**config.mk**
```make
export PLATFORM = sky130hd
export DESIGN_NAME = instr_sequencer_flat
export DESIGN_NICKNAME = d
export VERILOG_FILES = /design/src/rtl/instr_seq_pkg.sv /design/src/rtl/instr_sequencer_if.sv /design/src/rtl/instr_fifo.sv /design/src/rtl/instr_sequencer.sv /design/src/flat_wrapper.sv
export SDC_FILE = /design/constraint.sdc
export NUM_CORES = 1
export LEC_CHECK = 0
export CORE_MARGIN = 3
export CORE_UTILIZATION = 50
export DETAILED_ROUTE_END_ITERATION = 8
export GPL_TIMING_DRIVEN = 0
export PLACE_DENSITY = 0.83
export REMOVE_ABC_BUFFERS = 1
export SLEW_MARGIN = 20
export SYNTH_ARGS = -nofsm -noshare
export SYNTH_HDL_FRONTEND = slang
export SYNTH_HIERARCHICAL = 1
export SYNTH_SLANG_ARGS = --single-unit
```
**constraint.sdc**
```tcl
create_clock -name clk -period 2.9 [get_ports clk]
set_clock_uncertainty 0.1 [all_clocks]
set_input_delay 0.87 -clock clk [delete_from_list [all_inputs] [get_ports clk]]
set_output_delay 0.87 -clock clk [all_outputs]
set_load 0.05 [all_outputs]
```
**src/rtl/instr_seq_pkg.sv**
```systemverilog
// -----------------------------------------------------------------------------
// instr_seq_pkg
// Shared constants for the instruction sequencer front-end:
//   - opcode values understood by the downstream control FSM
//   - bit offsets of the fields inside the 10-bit instruction word
//   - the step-0 state code that also signals "instruction finished"
//   - the sequencer phase enum
// No ports (package).
// -----------------------------------------------------------------------------
package instr_seq_pkg;

    // Opcodes (func field). The sequencer never decodes them; they are kept
    // here so the rest of the processor shares one definition.
    localparam logic [3:0] OP_LOAD = 4'b0001;
    localparam logic [3:0] OP_MOVE = 4'b0010;
    localparam logic [3:0] OP_ADD  = 4'b0011;
    localparam logic [3:0] OP_SUB  = 4'b0100;
    localparam logic [3:0] OP_XOR  = 4'b0101;
    localparam logic [3:0] OP_OR   = 4'b0110;
    localparam logic [3:0] OP_AND  = 4'b0111;

    // instr_word = {func[3:0], rx[2:0], ry[2:0]}
    localparam int WORD_W   = 10;
    localparam int FUNC_W   = 4;
    localparam int REG_W    = 3;
    localparam int FUNC_LSB = 6;
    localparam int RX_LSB   = 3;
    localparam int RY_LSB   = 0;

    // Step 0 of every instruction; next_state == STEP0 marks the retire cycle.
    localparam logic [4:0] STEP0 = 5'b00000;

    typedef enum logic {
        IDLE = 1'b0,
        EXEC = 1'b1
    } phase_t;

endpackage

```
**src/rtl/instr_sequencer_if.sv**
```systemverilog
// -----------------------------------------------------------------------------
// instr_sequencer_if
// Valid/ready instruction transfer channel into the sequencer.
//   instr_valid  master -> slave   an instruction is offered
//   instr_ready  slave  -> master  queue can accept
//   instr_word   master -> slave   {func[3:0], rx[2:0], ry[2:0]}
//   instr_data   master -> slave   load immediate, DATA_W bits
// A transfer happens on a rising edge where instr_valid && instr_ready.
// -----------------------------------------------------------------------------
interface instr_sequencer_if #(
    parameter int DATA_W = 8
);
    logic              instr_valid;
    logic              instr_ready;
    logic [9:0]        instr_word;
    logic [DATA_W-1:0] instr_data;

    modport master (
        output instr_valid,
        output instr_word,
        output instr_data,
        input  instr_ready
    );

    modport slave (
        input  instr_valid,
        input  instr_word,
        input  instr_data,
        output instr_ready
    );
endinterface

```
**src/rtl/instr_fifo.sv**
```systemverilog
// -----------------------------------------------------------------------------
// instr_fifo
// Synchronous FIFO with full/empty flags. Pointers carry one extra wrap bit so
// full and empty are distinguished without an occupancy counter.
// Ports:
//   clk, rst_n   clock, asynchronous active-low reset (pointers only)
//   push, wdata  write request and data (accepted when not full, or when full
//                and popping in the same cycle)
//   pop, rdata   read request; rdata shows the head entry combinationally
//   full, empty  status flags
// DEPTH must be a power of 2 and at least 2.
// -----------------------------------------------------------------------------
module instr_fifo #(
    parameter int WIDTH = 18,
    parameter int DEPTH = 4
) (
    input  logic             clk,
    input  logic             rst_n,
    input  logic             push,
    input  logic [WIDTH-1:0] wdata,
    input  logic             pop,
    output logic [WIDTH-1:0] rdata,
    output logic             full,
    output logic             empty
);
    localparam int AW = $clog2(DEPTH);

    logic [AW:0]      wr_ptr;
    logic [AW:0]      rd_ptr;
    logic [WIDTH-1:0] mem [DEPTH];
    logic             do_push;
    logic             do_pop;

    assign empty   = (wr_ptr == rd_ptr);
    assign full    = (wr_ptr[AW] != rd_ptr[AW]) && (wr_ptr[AW-1:0] == rd_ptr[AW-1:0]);
    assign do_pop  = pop && !empty;
    // A pop frees the slot being written, so push-while-full is safe then.
    assign do_push = push && (!full || do_pop);
    assign rdata   = mem[rd_ptr[AW-1:0]];

    always_ff @(posedge clk or negedge rst_n) begin
        if (!rst_n) begin
            wr_ptr <= '0;
            rd_ptr <= '0;
        end else begin
            if (do_push) wr_ptr <= wr_ptr + 1'b1;
            if (do_pop)  rd_ptr <= rd_ptr + 1'b1;
        end
    end

    // Storage needs no reset: the pointers define which entries are valid.
    always_ff @(posedge clk) begin
        if (do_push) mem[wr_ptr[AW-1:0]] <= wdata;
    end
endmodule

```
**src/rtl/instr_sequencer.sv**
```systemverilog
// -----------------------------------------------------------------------------
// instr_sequencer
// Front-end of the simple processor. Queues instructions, presents the
// executing one to the control FSM (func/input1/input2/din) and owns the
// current_state register that the FSM advances via next_state. An instruction
// retires on the cycle the FSM returns next_state == 0; the next queued
// instruction starts at step 0 on the following cycle with no bubble.
// Ports:
//   clk, rst_n     clock, asynchronous active-low reset
//   up             instruction channel (instr_sequencer_if.slave)
//   next_state     next-state from the control FSM
//   current_state  registered step code to the control FSM
//   func/input1/input2/din  fields of the executing instruction (0 when idle)
//   busy           an instruction is executing
//   done           retire pulse (combinational from next_state and phase)
//   illegal        with done when retiring straight from step 0
//   retire_count   16-bit wrapping retire counter, only when the macro
//                  INSTR_SEQ_RETIRE_CNT_EN is defined
// -----------------------------------------------------------------------------
module instr_sequencer
    import instr_seq_pkg::*;
#(
    parameter int DATA_W = 8,
    parameter int DEPTH  = 4
) (
    input  logic              clk,
    input  logic              rst_n,
    instr_sequencer_if.slave  up,
    input  logic [4:0]        next_state,
    output logic [4:0]        current_state,
    output logic [3:0]        func,
    output logic [2:0]        input1,
    output logic [2:0]        input2,
    output logic [DATA_W-1:0] din,
    output logic              busy,
    output logic              done,
    output logic              illegal
`ifdef INSTR_SEQ_RETIRE_CNT_EN
    ,
    output logic [15:0]       retire_count
`endif
);
    localparam int ENTRY_W = WORD_W + DATA_W;

    phase_t              phase;
    phase_t              phase_nxt;
    logic [WORD_W-1:0]   ir_word;
    logic [DATA_W-1:0]   ir_data;
    logic [ENTRY_W-1:0]  fifo_rdata;
    logic                fifo_full;
    logic                fifo_empty;
    logic                fifo_push;
    logic                fifo_pop;
    logic                ir_load;
    logic                ir_clear;

    assign up.instr_ready = !fifo_full;
    assign fifo_push      = up.instr_valid && !fifo_full;

    instr_fifo #(
        .WIDTH (ENTRY_W),
        .DEPTH (DEPTH)
    ) u_fifo (
        .clk   (clk),
        .rst_n (rst_n),
        .push  (fifo_push),
        .wdata ({up.instr_word, up.instr_data}),
        .pop   (fifo_pop),
        .rdata (fifo_rdata),
        .full  (fifo_full),
        .empty (fifo_empty)
    );

    always_ff @(posedge clk or negedge rst_n) begin
        if (!rst_n) phase <= IDLE;
        else        phase <= phase_nxt;
    end

    always_comb begin
        phase_nxt = phase;
        fifo_pop  = 1'b0;
        ir_load   = 1'b0;
        ir_clear  = 1'b0;
        done      = 1'b0;
        illegal   = 1'b0;
        case (phase)
            IDLE: begin
                if (!fifo_empty) begin
                    fifo_pop  = 1'b1;
                    ir_load   = 1'b1;
                    phase_nxt = EXEC;
                end
            end
            EXEC: begin
                if (next_state == STEP0) begin
                    done    = 1'b1;
                    // The FSM only retires from step 0 when it did not know the opcode.
                    illegal = (current_state == STEP0);
                    if (!fifo_empty) begin
                        fifo_pop = 1'b1;
                        ir_load  = 1'b1;
                    end else begin
                        ir_clear  = 1'b1;
                        phase_nxt = IDLE;
                    end
                end
            end
            default: phase_nxt = IDLE;
        endcase
    end

    always_ff @(posedge clk or negedge rst_n) begin
        if (!rst_n) begin
            ir_word <= '0;
            ir_data <= '0;
        end else if (ir_load) begin
            {ir_word, ir_data} <= fifo_rdata;
        end else if (ir_clear) begin
            ir_word <= '0;
            ir_data <= '0;
        end
    end

    // Each new instruction starts at step 0; otherwise follow the FSM while executing.
    always_ff @(posedge clk or negedge rst_n) begin
        if (!rst_n) begin
            current_state <= STEP0;
        end else if (ir_load || ir_clear) begin
            current_state <= STEP0;
        end else if (phase == EXEC) begin
            current_state <= next_state;
        end
    end

    assign func   = ir_word[FUNC_LSB +: FUNC_W];
    assign input1 = ir_word[RX_LSB +: REG_W];
    assign input2 = ir_word[RY_LSB +: REG_W];
    assign din    = ir_data;
    assign busy   = (phase == EXEC);

`ifdef INSTR_SEQ_RETIRE_CNT_EN
    always_ff @(posedge clk or negedge rst_n) begin
        if (!rst_n)    retire_count <= '0;
        else if (done) retire_count <= retire_count + 16'd1;
    end
`endif
endmodule

```
**src/flat_wrapper.sv**
```systemverilog
// flat-port wrapper written by rule: the top's interface ports become plain ports
module instr_sequencer_flat import instr_seq_pkg::*;
#(
    parameter int DATA_W = 8,
    parameter int DEPTH  = 4
)
  (clk, rst_n, next_state, current_state, func, input1, input2, din, busy, done, illegal, up_instr_valid, up_instr_word, up_instr_data, up_instr_ready);
  instr_sequencer_if #(.DATA_W(DATA_W)) up_i ();
  input  logic clk;
  input  logic rst_n;
  input  logic [4:0] next_state;
  output logic [4:0] current_state;
  output logic [3:0] func;
  output logic [2:0] input1;
  output logic [2:0] input2;
  output logic [DATA_W-1:0] din;
  output logic busy;
  output logic done;
  output logic illegal;
  input wire logic [$bits(up_i.instr_valid)-1:0] up_instr_valid;
  input wire logic [$bits(up_i.instr_word)-1:0] up_instr_word;
  input wire logic [$bits(up_i.instr_data)-1:0] up_instr_data;
  output wire logic [$bits(up_i.instr_ready)-1:0] up_instr_ready;
  assign up_i.instr_valid = up_instr_valid;
  assign up_i.instr_word = up_instr_word;
  assign up_i.instr_data = up_instr_data;
  assign up_instr_ready = up_i.instr_ready;
  instr_sequencer #(.DATA_W(DATA_W), .DEPTH(DEPTH)) u_core (.clk(clk), .rst_n(rst_n), .up(up_i), .next_state(next_state), .current_state(current_state), .func(func), .input1(input1), .input2(input2), .din(din), .busy(busy), .done(done), .illegal(illegal));
endmodule
```
# Word-level counts from Yosys, hierarchy flattened

Memories as Yosys holds them, arrays and structs flattened.
Cells that the tools add are included.

Bits in registers: 30
Bits in writable memories: 72
Input port bits: 26
Output and inout bits: 27
Logic and storage cells: 45
Memories: 1

Memories:

| name              | words | bits a word | rd ports | clocked after Yosys merged registers in | write ports | line             | text |
|---|---|---|---|---|---|---|---|
| u_core.u_fifo.mem | 4     | 18          | 1        | 0                                       | 1           | instr_fifo.sv:30 | `logic [WIDTH-1:0] mem [DEPTH];` |

Add/sub/neg operators: 2
Eq/ne operators: 3
Mux-type cells: 20
Bitwise operators: 1
Reduce and logical (&&, ||, !) cells: 12

Operator list:

| operator                                                       | number |
|---|---|
| 10-bit 2-to-1 mux                                              | 2 |
| 8-bit 2-to-1 mux                                               | 2 |
| 1-bit 2-to-1 mux                                               | 12 |
| 5-bit zero test                                                | 2 |
| 5-bit 2-to-1 mux                                               | 2 |
| 3-bit by 1-bit adder with 3-bit output (second input constant) | 2 |
| 1-bit logical AND                                              | 4 |
| 1-bit one-hot mux with 2 select lines                          | 2 |
| 2-bit nonzero test                                             | 2 |
| 3-bit equality test                                            | 1 |
| 2-bit equality test                                            | 1 |
| 1-bit zero test                                                | 2 |
| 1-bit logical OR                                               | 2 |
| 1-bit inequality test                                          | 1 |
| 1-bit NOT                                                      | 1 |

# Depth between registers and ports, before layout

Depth in word-level cells: 9
Gate-level depth with buffers: 8

# By module

The synthesis kept the hierarchy.

By module, submodules not included:

| module          | times used | cells each | area each (um^2) | sequential area each (um^2) |
|---|---|---|---|---|
| instr_fifo      | 1          | 137        | 3,024.2          | 2,312.2 |
| instr_sequencer | 1          | 129        | 1,352.5          | 600.6 |

# Least setup slack after synthesis

Ideal clock, no wire load.

Kind: input port to output port
Start point: in next_state[3]
End point: out illegal
Arrival: 2.228 ns
Path slack: -0.298 ns
Stages: 4
Buffers on the path: 1
Cell sequence: nor3_2 buf_4 nand2_1 nor4_2

Cells in the longest elaborated chain, start to end: 3

RTL lines:

| item             | line                  | text |
|---|---|---|
| start, declared  | flat_wrapper.sv:11    | `input logic [4:0] next_state;` |
| 5-bit zero test  | instr_sequencer.sv:95 | `if (next_state == STEP0) begin` |
| 1-bit 2-to-1 mux | instr_sequencer.sv:95 |  |
| 1-bit 2-to-1 mux | instr_sequencer.sv:86 | `case (phase)` |
| end, declared    | flat_wrapper.sv:19    | `output logic illegal;` |

Every way passes these cells.

# Worst setup path after layout

Start point: reg u_core.u_fifo.rd_ptr[1]
End point: mem u_core.u_fifo.mem[0][7], enable pin

Cells in the longest elaborated chain, start to end: 9

RTL lines:

| item                                     | line                                         | text |
|---|---|---|
| start, declared                          | instr_fifo.sv:29                             | `logic [AW:0] rd_ptr;` |
| start signal, assigned                   | instr_fifo.sv:47                             | `if (do_pop) rd_ptr <= rd_ptr + 1'b1;` |
| 3-bit equality test *                    | instr_fifo.sv:34                             | `assign empty = (wr_ptr == rd_ptr);` |
| named net u_core.fifo_empty              | instr_sequencer.sv:51                        | `logic fifo_empty;` |
| 1-bit 2-to-1 mux *                       | instr_sequencer.sv:88, instr_sequencer.sv:99 |  |
| 1-bit 2-to-1 mux                         | instr_sequencer.sv:95                        |  |
| 1-bit one-hot mux with 2 select lines *  | instr_sequencer.sv:86                        |  |
| named net u_core.fifo_pop                | instr_sequencer.sv:53                        | `logic fifo_pop;` |
| 1-bit logical AND *                      | instr_fifo.sv:36                             | `assign do_pop = pop && !empty;` |
| 1-bit logical OR *                       | instr_fifo.sv:38                             | `assign do_push = push && (!full \|\| do_pop);` |
| 1-bit logical AND *                      | instr_fifo.sv:38                             |  |
| 1-bit 2-to-1 mux *                       | instr_fifo.sv:53                             | `if (do_push) mem[wr_ptr[AW-1:0]] <= wdata;` |
| 1-bit 2-to-1 mux (implied by the code) * | instr_fifo.sv:53                             |  |
| end, declared                            | instr_fifo.sv:30                             |  |

The timed path passes the listed nets; every way through them passes the cells marked *.

==> flow_metrics.env <==
export IMPL_synth_seq_area_share=0.666
export IMPL_most_instantiated_cells_after_synthesis="edfxtp_1, dfrtp_1, nand2_1"
export IMPL_vias=2729
export IMPL_r2r_start="u_core/u_fifo/rd_ptr[1]"
export IMPL_first_iter_violations=218
export IMPL_synth_seq_cells=102
export IMPL_crit_path_cell_trace="xor2_4 -> buf_4 -> nor3_4 -> a21oi_2 -> or4_1 -> and3_2"
export IMPL_track_usage=0.203
export IMPL_grt_start_max_net_pins=31
export IMPL_finalMaxSlewViolations=0
export IMPL_flow_area_growth_from_synthesis_pct=20.0
export IMPL_die_w_um=99.6
export IMPL_r2r_end="u_core/u_fifo/mem[0][7]"
export IMPL_synth_edf_count=72
export IMPL_ys_types=36
export IMPL_dp_cells=404
export IMPL_worst_setup_path_end_kind="flop"
export IMPL_timing_critical_path_depth=6
export IMPL_tritoncts_clock_tree="built"
export IMPL_max_cap_violations=0
export IMPL_clock_insertion_delay_worst_skew_ps=360
export IMPL_synth_area_per_cell_um2=16.5
export IMPL_max_slew_worst_pin_slew_ps=860
export IMPL_wl_per_cell_um=22.4
export IMPL_vdd_ir_drop_worst_v=0.000679
export IMPL_synth_top_cells_by_area="edfxtp_1, dfrtp_1, mux4_2"
export IMPL_yosys_warnings=6
export IMPL_dominantRegCellSynth="edfxtp_1"
export IMPL_antennaDiodeCount=0
export IMPL_clkTransAtPathRegs_ps=100
export IMPL_power_static_leakage_nw=1.80
export IMPL_timing_fmax_mhz=354
export IMPL_grt_first_pass_wirelength_mm=15.1
export IMPL_core_um2=8340
export IMPL_setup_repair_after_global_routing_missed_its_margin="yes"
export IMPL_crit_path_start_kind="flop"
export IMPL_worstRegToRegCells=6
export IMPL_status="finished, final reports clean"
export IMPL_power_density_nw_per_um2=1030
export IMPL_worst_setup_path_type="flop to flop"
export IMPL_layout_drive_gt1_share=0.228
export IMPL_worst_case_clock_buffer_depth=2
export IMPL_drt_pass1_iter_count=4
export IMPL_final_cell_count_no_fill=430
export IMPL_routed_wl_mm=9.64
export IMPL_synth_cell_area_um2=4380
export IMPL_worst_path_max_delay_cell="dfrtp_4"
export IMPL_slew_limit_headroom=0.427
export IMPL_cp_max_fo=18
export IMPL_num_nets_final=351
export IMPL_hp_class="flop to flop"
export IMPL_fp_row_count=33
export IMPL_clock_tree_htree_level_count=3
export IMPL_globalRoute_totalOverflow=0
export IMPL_fin_crit_ps=2820
export IMPL_synthMostInstantiatedCell="edfxtp_1"
export IMPL_dp_hpwl_mm=5.49
export IMPL_hold_violations=0
export IMPL_portBuffers=52
export IMPL_first_global_vias=2833
export IMPL_worst_ep_required_time_ps=2850
export IMPL_synthArstFlopShare=0.294
export IMPL_tritoncts_num_sinks=102
export IMPL_reg2reg_setup_slack_ps=80
export IMPL_final_cycle_share=0.973
export IMPL_synth_top_cell_by_area="edfxtp_1"
export IMPL_proportion_of_netlist_area_held_by_the_largest_area_contributor=0.494
export IMPL_top_level_ports=53
export IMPL_hold_end="u_core/current_state[1]"
export IMPL_max_stage_delay_ps=610
export IMPL_worstHoldStart="u_core/current_state[1]"
export IMPL_worst_path_buf_inv=1
export IMPL_number_of_nets_with_antenna_violations_after_detailed_routing=0
export IMPL_dieArea_um2=9910
export IMPL_synth_cells=266
export IMPL_post_route_cell_area_um2=5250
export IMPL_placement_cell_area_um2=4920
export IMPL_remaining_design_rule_violation_count=0
export IMPL_place_gp_congestion=0.743
export IMPL_route_detailed_vias_per_inst=6.35
export IMPL_ctsRootBufferMaster="clkbuf_8"
export IMPL_setup_violations_final=0
export IMPL_crit_family="simple AND/OR/NAND/NOR gates"
export IMPL_initial_utilization=0.525
export IMPL_fp_dieH_um=99.6
export IMPL_crit_arrival_ps=2770
export IMPL_cts_buffers=9
export IMPL_grt_antenna_before_repair=0
export IMPL_min_path_cells=1
## report_power, final
group,internal [mW],switching [mW],total [mW]
combinational,0.920,1.38,2.30
sequential,2.02,0.302,2.32
clock,0.322,0.488,0.810
## cells in the final DEF (no fill, tap or decap), types with 2 or more instances in the layout
master	synthesis	routed
inv_1	6	5
dfrtp_4	0	3
clkbuf_8	0	9
o311ai_0	3	3
xor2_4	0	2
xnor2_1	3	2
dfrtp_1	30	27
nand2_1	20	19
a22o_1	5	5
mux4_2	18	18
or4_1	3	3
a22oi_1	18	18
clkinv_2	0	2
buf_4	4	8
buf_2	8	2
and2_1	2	2
o211ai_1	18	18
clkdlybuf4s50_1	0	42
inv_6	0	2
ha_1	5	5
and3_2	0	3
dlygate4sd2_1	0	3
mux2_2	2	2
nor3_4	0	2
edfxtp_1	72	72
clkdlybuf4s15_2	0	3
nand4b_1	18	18
## metal layers
metal / wire length (µm) / track usage / up-vias / part of all wire
met4: 140 / 0.0525 / 0 / 0.015
li1: - / - / 1191 / -
met3: 1000 / 0.0652 / 18 / 0.10
met1: 3710 / 0.265 / 1393 / 0.38
met2: 4790 / 0.333 / 127 / 0.50
met5: 0 / 0 / - / 0
## how the worst max path moves through the flow
stage,slack [ps],from,endpoint
2_1_floorplan,-1280,u_core/u_fifo/rd_ptr[0],u_core/u_fifo/mem[0][0]
3_3_place_gp,-2800,u_core/u_fifo/rd_ptr[0],u_core/u_fifo/mem[2][3]
3_5_place_dp,-1530,next_state[3],u_core/u_fifo/mem[1][3]
4_1_cts,10,u_core/u_fifo/rd_ptr[1],up_instr_ready
5_1_grt,-10,u_core/u_fifo/rd_ptr[1],up_instr_ready
6_report,80,u_core/u_fifo/rd_ptr[1],u_core/u_fifo/mem[0][7]
## what timing repair did
| item | 4_1_cts | 5_1_grt |
|---|---|---|
| resized for setup | 43 | 3 |
| endpoints found under the setup margin | 105 | 2 |
| gates cloned | 2 | 0 |
| buffers inserted | 5 | 3 |
| pin swaps | 4 | 3 |
| hold buffers | 0 | 0 |
## kinds of logic (layout without fill, tap and decap cells)
logic type / after synthesis / count (layout) / share of synthesized area
adder cells (fa/ha/maj): 5 / 5 / 0.0143
buffers and inverters: 26 / 83 / 0.0349
multiplexers: 20 / 20 / 0.0978
flip-flops: 102 / 102 / 0.666
AO/OA/AOI/OAI: 52 / 52 / 0.0918
AND/OR/NAND/NOR: 55 / 57 / 0.0838
XOR/XNOR: 6 / 6 / 0.0120
## stage by stage
step                power, mW  setup TNS [ps]   util  hold slack [ps]  worst slack [ps]
floorplan                3.70         -106430      -              402             -1280
global placement         4.32         -259330  0.587              397             -2800
detailed placement       4.44         -125990  0.589              399             -1530
CTS                      5.40               0  0.626              429              11.0
global route             5.70           -59.5  0.630              449             -11.8
finish                   5.43               0  0.630              427              77.0
## sequential cells by signal, summed over array words and instances, names as in the netlist
name,cells
u_core/ir_word,10
u_core/current_state,5
u_core/din,8
u_core/u_fifo/wr_ptr,3
u_core/busy,1
u_core/u_fifo/mem,72
u_core/u_fifo/rd_ptr,3
## final cells by class
cell class                      instances  area [µm²]
Multi-Input combinational cell        140        1420
Timing Repair Buffer                   61         582
Inverter                                6        22.5
Tap cell                              105         131
Fill cell                             612        3090
Sequential cell                       102        2920
Clock inverter                          7        55.1
Clock buffer                            9         124
Power figures use the tool's default switching activity.
